File: src/rtl/filter_output_packer_pkg.sv
// rtl/filter_output_packer_pkg.sv - word codes, widths and FSM states for the filter output packer
package FilterPackerPkg;

   localparam int WORD_W      = 32;
   localparam int FRAME_CNT_W = 16;

   localparam logic [1:0] CODE_HDR = 2'b11;
   localparam logic [1:0] CODE_W0  = 2'b01;
   localparam logic [1:0] CODE_W1  = 2'b10;

   typedef enum logic [1:0] {
      IDLE   = 2'd0,
      HEADER = 2'd1,
      WORD0  = 2'd2,
      WORD1  = 2'd3
   } pack_state_e;

endpackage

File: src/rtl/filter_output_packer_if.sv
// rtl/filter_output_packer_if.sv - per-filter {filt, state} record channel from the filter array
interface FilterOutputChannel #(
   parameter int Nfilts = 10,
   parameter int Nstate = 27
);
   logic [Nfilts-1:0] filt;
   logic [Nstate-1:0] state;
   logic              v;
   logic              r;

   modport master   (output filt, output state, output v, input  r);
   modport slave    (input  filt, input  state, input  v, output r);
   modport producer (output filt, output state, output v, input  r);
   modport consumer (input  filt, input  state, input  v, output r);
endinterface

File: src/rtl/filter_output_packer.sv
// rtl/filter_output_packer.sv - thresholds filter records and serializes them into 32-bit host words
module filter_output_packer
   import FilterPackerPkg::*;
#(
   parameter int Nfilts = 10,
   parameter int Nstate = 27
) (
   input  logic                clk,
   input  logic                reset,
   FilterOutputChannel.consumer in,
   input  logic                pack_en,
   input  logic [Nstate-1:0]   min_state,
   output logic [WORD_W-1:0]   out_data,
   output logic                out_v,
   input  logic                out_r
);

   pack_state_e             fsm_q;
   logic [FRAME_CNT_W-1:0]  frame_cnt_q;
   logic [Nfilts-1:0]       filt_q;
   logic [Nstate-1:0]       state_q;
   logic                    keep_q;
   logic [WORD_W-1:0]       out_data_q;
   logic                    out_v_q;

   logic                    acc_hdr;
   logic                    acc_keep;

   function automatic logic [WORD_W-1:0] header_word(input logic [FRAME_CNT_W-1:0] cnt);
      return {CODE_HDR, 14'b0, cnt};
   endfunction

   // Upper state bits ride with the filter index; the low 10 bits go in WORD1.
   function automatic logic [WORD_W-1:0] word0_word(input logic [Nfilts-1:0] f,
                                                    input logic [Nstate-1:0] s);
      logic [WORD_W-3:0] payload;
      payload = (WORD_W-2)'({f, s[Nstate-1:10]});
      return {CODE_W0, payload};
   endfunction

   function automatic logic [WORD_W-1:0] word1_word(input logic [Nstate-1:0] s);
      return {CODE_W1, 20'b0, s[9:0]};
   endfunction

   assign acc_hdr  = (in.filt == '0);
   assign acc_keep = (in.state >= min_state);

   assign in.r     = (fsm_q == IDLE);
   assign out_data = out_data_q;
   assign out_v    = out_v_q;

   always_ff @(posedge clk or posedge reset) begin
      if (reset) begin
         fsm_q       <= IDLE;
         frame_cnt_q <= '0;
         filt_q      <= '0;
         state_q     <= '0;
         keep_q      <= 1'b0;
         out_data_q  <= '0;
         out_v_q     <= 1'b0;
      end else begin
         case (fsm_q)
            IDLE: begin
               if (in.v) begin
                  filt_q  <= in.filt;
                  state_q <= in.state;
                  keep_q  <= acc_keep;
                  // With packing disabled the record is consumed and nothing else changes.
                  if (pack_en && acc_hdr) begin
                     fsm_q      <= HEADER;
                     out_v_q    <= 1'b1;
                     out_data_q <= header_word(frame_cnt_q);
                  end else if (pack_en && acc_keep) begin
                     fsm_q      <= WORD0;
                     out_v_q    <= 1'b1;
                     out_data_q <= word0_word(in.filt, in.state);
                  end
               end
            end
            HEADER: begin
               if (out_r) begin
                  frame_cnt_q <= frame_cnt_q + FRAME_CNT_W'(1);
                  if (keep_q) begin
                     fsm_q      <= WORD0;
                     out_data_q <= word0_word(filt_q, state_q);
                  end else begin
                     fsm_q      <= IDLE;
                     out_v_q    <= 1'b0;
                     out_data_q <= '0;
                  end
               end
            end
            WORD0: begin
               if (out_r) begin
                  fsm_q      <= WORD1;
                  out_data_q <= word1_word(state_q);
               end
            end
            WORD1: begin
               if (out_r) begin
                  fsm_q      <= IDLE;
                  out_v_q    <= 1'b0;
                  out_data_q <= '0;
               end
            end
            default: begin
               fsm_q   <= IDLE;
               out_v_q <= 1'b0;
            end
         endcase
      end
   end

endmodule

File: src/flat_wrapper.sv
// flat-port wrapper written by rule: the top's interface ports become plain ports
module filter_output_packer_flat import FilterPackerPkg::*;
#(
   parameter int Nfilts = 10,
   parameter int Nstate = 27
)
  (clk, reset, pack_en, min_state, out_data, out_v, out_r, in_filt, in_state, in_v, in_r);
  FilterOutputChannel #(.Nfilts(Nfilts), .Nstate(Nstate)) in_i ();
  input  logic clk;
  input  logic reset;
  input  logic pack_en;
  input  logic [Nstate-1:0] min_state;
  output logic [WORD_W-1:0] out_data;
  output logic out_v;
  input  logic out_r;
  input wire logic [$bits(in_i.filt)-1:0] in_filt;
  input wire logic [$bits(in_i.state)-1:0] in_state;
  input wire logic [$bits(in_i.v)-1:0] in_v;
  output wire logic [$bits(in_i.r)-1:0] in_r;
  assign in_i.filt = in_filt;
  assign in_i.state = in_state;
  assign in_i.v = in_v;
  assign in_r = in_i.r;
  filter_output_packer #(.Nfilts(Nfilts), .Nstate(Nstate)) u_core (.clk(clk), .reset(reset), .in(in_i), .pack_en(pack_en), .min_state(min_state), .out_data(out_data), .out_v(out_v), .out_r(out_r));
endmodule
File: config.mk
export PLATFORM = sky130hd
export DESIGN_NAME = filter_output_packer_flat
export DESIGN_NICKNAME = d
export VERILOG_FILES = /design/src/rtl/filter_output_packer_pkg.sv /design/src/rtl/filter_output_packer_if.sv /design/src/rtl/filter_output_packer.sv /design/src/flat_wrapper.sv
export SDC_FILE = /design/constraint.sdc
export NUM_CORES = 1
export LEC_CHECK = 0
export ABC_AREA = 1
export ABC_CLOCK_PERIOD_IN_PS = 3280
export CAP_MARGIN = 20
export CORE_UTILIZATION = 25
export DETAILED_ROUTE_END_ITERATION = 6
export RECOVER_POWER = 100
export SYNTH_ARGS = -nofsm -noshare
export SYNTH_HDL_FRONTEND = slang
export SYNTH_SLANG_ARGS = --single-unit
File: constraint.sdc
create_clock -name clk -period 3.28 [get_ports clk]
set_clock_uncertainty 0.2 [all_clocks]
set_input_delay 0.328 -clock clk [delete_from_list [all_inputs] [get_ports clk]]
set_output_delay 0.328 -clock clk [all_outputs]
set_load 0.02 [all_outputs]
==> results.py <==
metrics = {
    "drt": {
        "vias": 3947,
        "vias_per_cell": 4.35,
        "drc": 20,
        "drt_first_iter_violations": 237,
        "drt-total-wl_mm": 12.5,
        "firstDrtPassIters": 7,
        "ant_nets": 0,
        "wire_per_inst_um": 13.8,
    },
    "place": {
        "placed_cell_area_sq_um": 5920,
        "port_buffers": 99,
        "place_ws_ns": 0.448,
        "globalplace.congestion": 0.783,
        "hpwlAfterDp_mm": 9.30,
    },
    "setup_path": {
        "crit_path_max_fanout": 45,
        "cp-start-kind": "input pin",
        "r2r_end": "u_core.out_data[9]$_DFFE_PP0P_",
        "critPathCaptureType": "flip-flop",
        "critPathArrivalTime_ns": 2.71,
        "worst_r2r_startpoint": "u_core.fsm_q[0]$_DFFE_PP0P_",
        "cp.required_ns": 3.30,
        "crit_path_start": "in_state[12]",
        "r2r_slack_ns": 0.75,
        "ff2ff_path_depth": 8,
        "crit_type": "in2reg",
    },
    "outcome": {
        "status": "complete, but fails checks",
        "violations": "design-rule violations, max-capacitance violations, max-slew violations",
    },
    "logic_synthesis": {
        "ys_seq_area_share_pct": 45.4,
        "synth_seq_cells": 85,
        "ys.flop_type": "dfrtp_1",
        "postSynthCellCount": 577,
        "synth_edf_count": 0,
        "synth_area_per_cell_sq_um": 8.12,
        "async_flop_share_pct": 100,
        "synth.largest_area_cell": "dfrtp_1",
        "netlist_top_cells_count": "nand2_1 (208), dfrtp_1 (85), inv_1 (59)",
        "synth_area_leaders": "dfrtp_1 (45%), nand2_1 (17%), ha_1 (7.5%), inv_1 (4.7%), a21oi_1 (3.2%)",
        "synth_top_cell_area_share_pct": 45.4,
        "synth.most_common_cell": "nand2_1",
        "synth_area_sq_um": 4690,
        "yosys_warnings": 0,
        "synth_cell_types": 34,
    },
    "clocking": {
        "htree_levels": 3,
        "cts_made_buffers": 9,
        "cts_tree": "done",
        "post_cts_buffers": 0,
        "clkTransAtPathRegs_ns": 0.07,
        "cts_root_buffer": "clkbuf_16",
        "clock_latency_ns": 0.35,
        "cts-resized-gates": 0,
        "hold_buffers": 0,
        "clock_sinks": 85,
        "cts_buffer_depth": 2,
    },
    "layout": {
        "multi_input_area_sq_um": 2100,
        "syn_to_final_growth_pct": 31.2,
        "finalNetCount": 770,
        "area.sequential_sq_um": 2130,
        "fin_area_sq_um": 6150,
        "nFillCells": 1970,
        "final_layout_size_suffix_gt1_share_pct": 5.01,
    },
    "global_routing": {
        "antenna_found_initial": 0,
        "grt_pass1_vias": 3950,
        "grt_max_degree": 50,
        "grt_use_total_pct": 13.7,
        "grt_overflow": 0,
        "grt_pass1_wl_mm": 20.5,
    },
    "hold_path": {
        "whs_endpoint": "u_core.frame_cnt_q[15]$_DFFE_PP0P_",
        "hold_path_class": "reg2reg",
        "min_path_cells": 1,
        "hp-start": "u_core.frame_cnt_q[15]$_DFFE_PP0P_",
    },
    "pwr": {
        "ir_worst_vdd_v": 0.000304,
        "leakage_nw": 3.10,
        "power_density_nw_per_um2": 745,
    },
    "floorplan": {
        "die_h_um": 139,
        "fp.dieW_um": 139,
        "core_sq_um": 18100,
        "ioPinCount": 103,
        "row_count": 49,
        "die-area_sq_um": 19300,
        "start_util_pct": 25.8,
    },
    "run": {
        "max_cap_violations": 1,
    },
    "sta": {
        "tightest_slew_ns": 1.99,
        "slew_violations": 42,
        "post-route-min-period_ns": 2.69,
        "hold_viol_final": 0,
        "max-slew-margin-rel_pct": -33.5,
        "setup_viol": 0,
        "setup_slack_ns": 0.591,
        "setup_tns_ns": 0,
        "final.period_utilization_pct": 82.0,
        "rsz0062_at_grt": "no",
        "clock.fmax_ghz": 0.372,
    },
}
layout by cell type, fill, tap and decap left out, drive strengths merged:
cell type	synthesis	routed
nand2	212	212
dfrtp	85	85
clkdlybuf4s50	0	65
inv	62	63
o21ai	45	45
dlygate4sd3	0	34
nor2	32	32
a21oi	30	30
ha	28	28
a22oi	20	20
nand3	10	10
clkbuf	13	9
buf	11	8
xnor2	7	7
xor2	7	7
nand4	6	6
conb	1	3
clkinvlp	0	3
o21a	2	2
bufinv	0	2
clkinv	1	2
diode	0	1
o21bai	1	1
nand3b	1	1
nor3	1	1
or2	1	1
mux2	1	1
metal layers:
metal	wire (um)	GRT usage (%)
met3	643	3.35
met1	6080	18.9
met4	179	3.86
met2	5640	21.1
met5	0	0
logic make-up after synthesis:
family | share of synthesized area (%)
adders and majority gates | 7.48
buffers and inverters | 8.04
xor gates and xnor gates | 2.62
AOI/OAI and AO/OA | 12.5
muxes | 0.240
other | 0.0800
and+or+nand+nor | 23.7
DFF | 45.4
worst max-delay path by stage:
| stage | to | slack (ns) | depth (start not counted) |
|---|---|---|---|
| after floorplan | u_core.filt_q[0]$_DFFE_PP0P_ | 0.56 | 1 |
| after global placement | u_core.out_data[30]$_DFFE_PP0P_ | 0.49 | 13 |
| after detailed placement | u_core.out_data[13]$_DFFE_PP0P_ | 0.45 | 14 |
| after CTS | u_core.out_data[9]$_DFFE_PP0P_ | 0.78 | 14 |
| after global routing | u_core.out_data[7]$_DFFE_PP0P_ | 0.35 | 14 |
| final | u_core.out_data[9]$_DFFE_PP0P_ | 0.59 | 13 |
stage by stage:
step           std cells  util, %  total power, W  hold slack (ns)
2_1_floorplan        579        -         0.00293            0.242
5_1_grt              907     33.9         0.00493            0.287
3_3_place_gp         891     32.6         0.00361            0.254
3_5_place_dp         891     32.6         0.00365            0.259
6_report             908     33.9         0.00458            0.269
4_1_cts              907     34.4         0.00479            0.249
state kept, by name (all words and copies together) (netlist names):
register,cells
u_core.out_data,28
u_core.filt_q,10
u_core.keep_q,1
u_core.frame_cnt_q,16
u_core.fsm_q,2
u_core.state_q,27
u_core.out_v,1
final cells by class:
| class | instances | area share, % |
|---|---|---|
| multi-input combinational | 407 | 34.1 |
| antenna | 1 | 0.0407 |
| tap | 229 | 4.66 |
| clock buffer | 9 | 3.66 |
| inverter | 63 | 3.87 |
| clock inverter | 7 | 1.59 |
| timing repair buffer | 107 | 17.5 |
| sequential | 85 | 34.6 |
critical path, stage by stage:
cell and delay (ns):
dlygate4sd3_1 0.59, ha_1 0.33, a21oi_1 0.29, o21ai_0 0.12, nand2_1 0.06, nand2_1 0.07, nand2_1 0.06, nand3_1 0.12
nand2_1 0.08, nand2_1 0.09, nand2_1 0.18, buf_12 0.23, o21ai_0 0.12
power breakdown:
group / switching [W] / internal (W) / total, W
Clock: 0.000447 / 0.000671 / 0.00112
Combinational: 0.00108 / 0.000698 / 0.00177
Sequential: 0.000241 / 0.00145 / 0.00169
Total: 0.00176 / 0.00282 / 0.00458
Power figures use the tool's default switching activity.
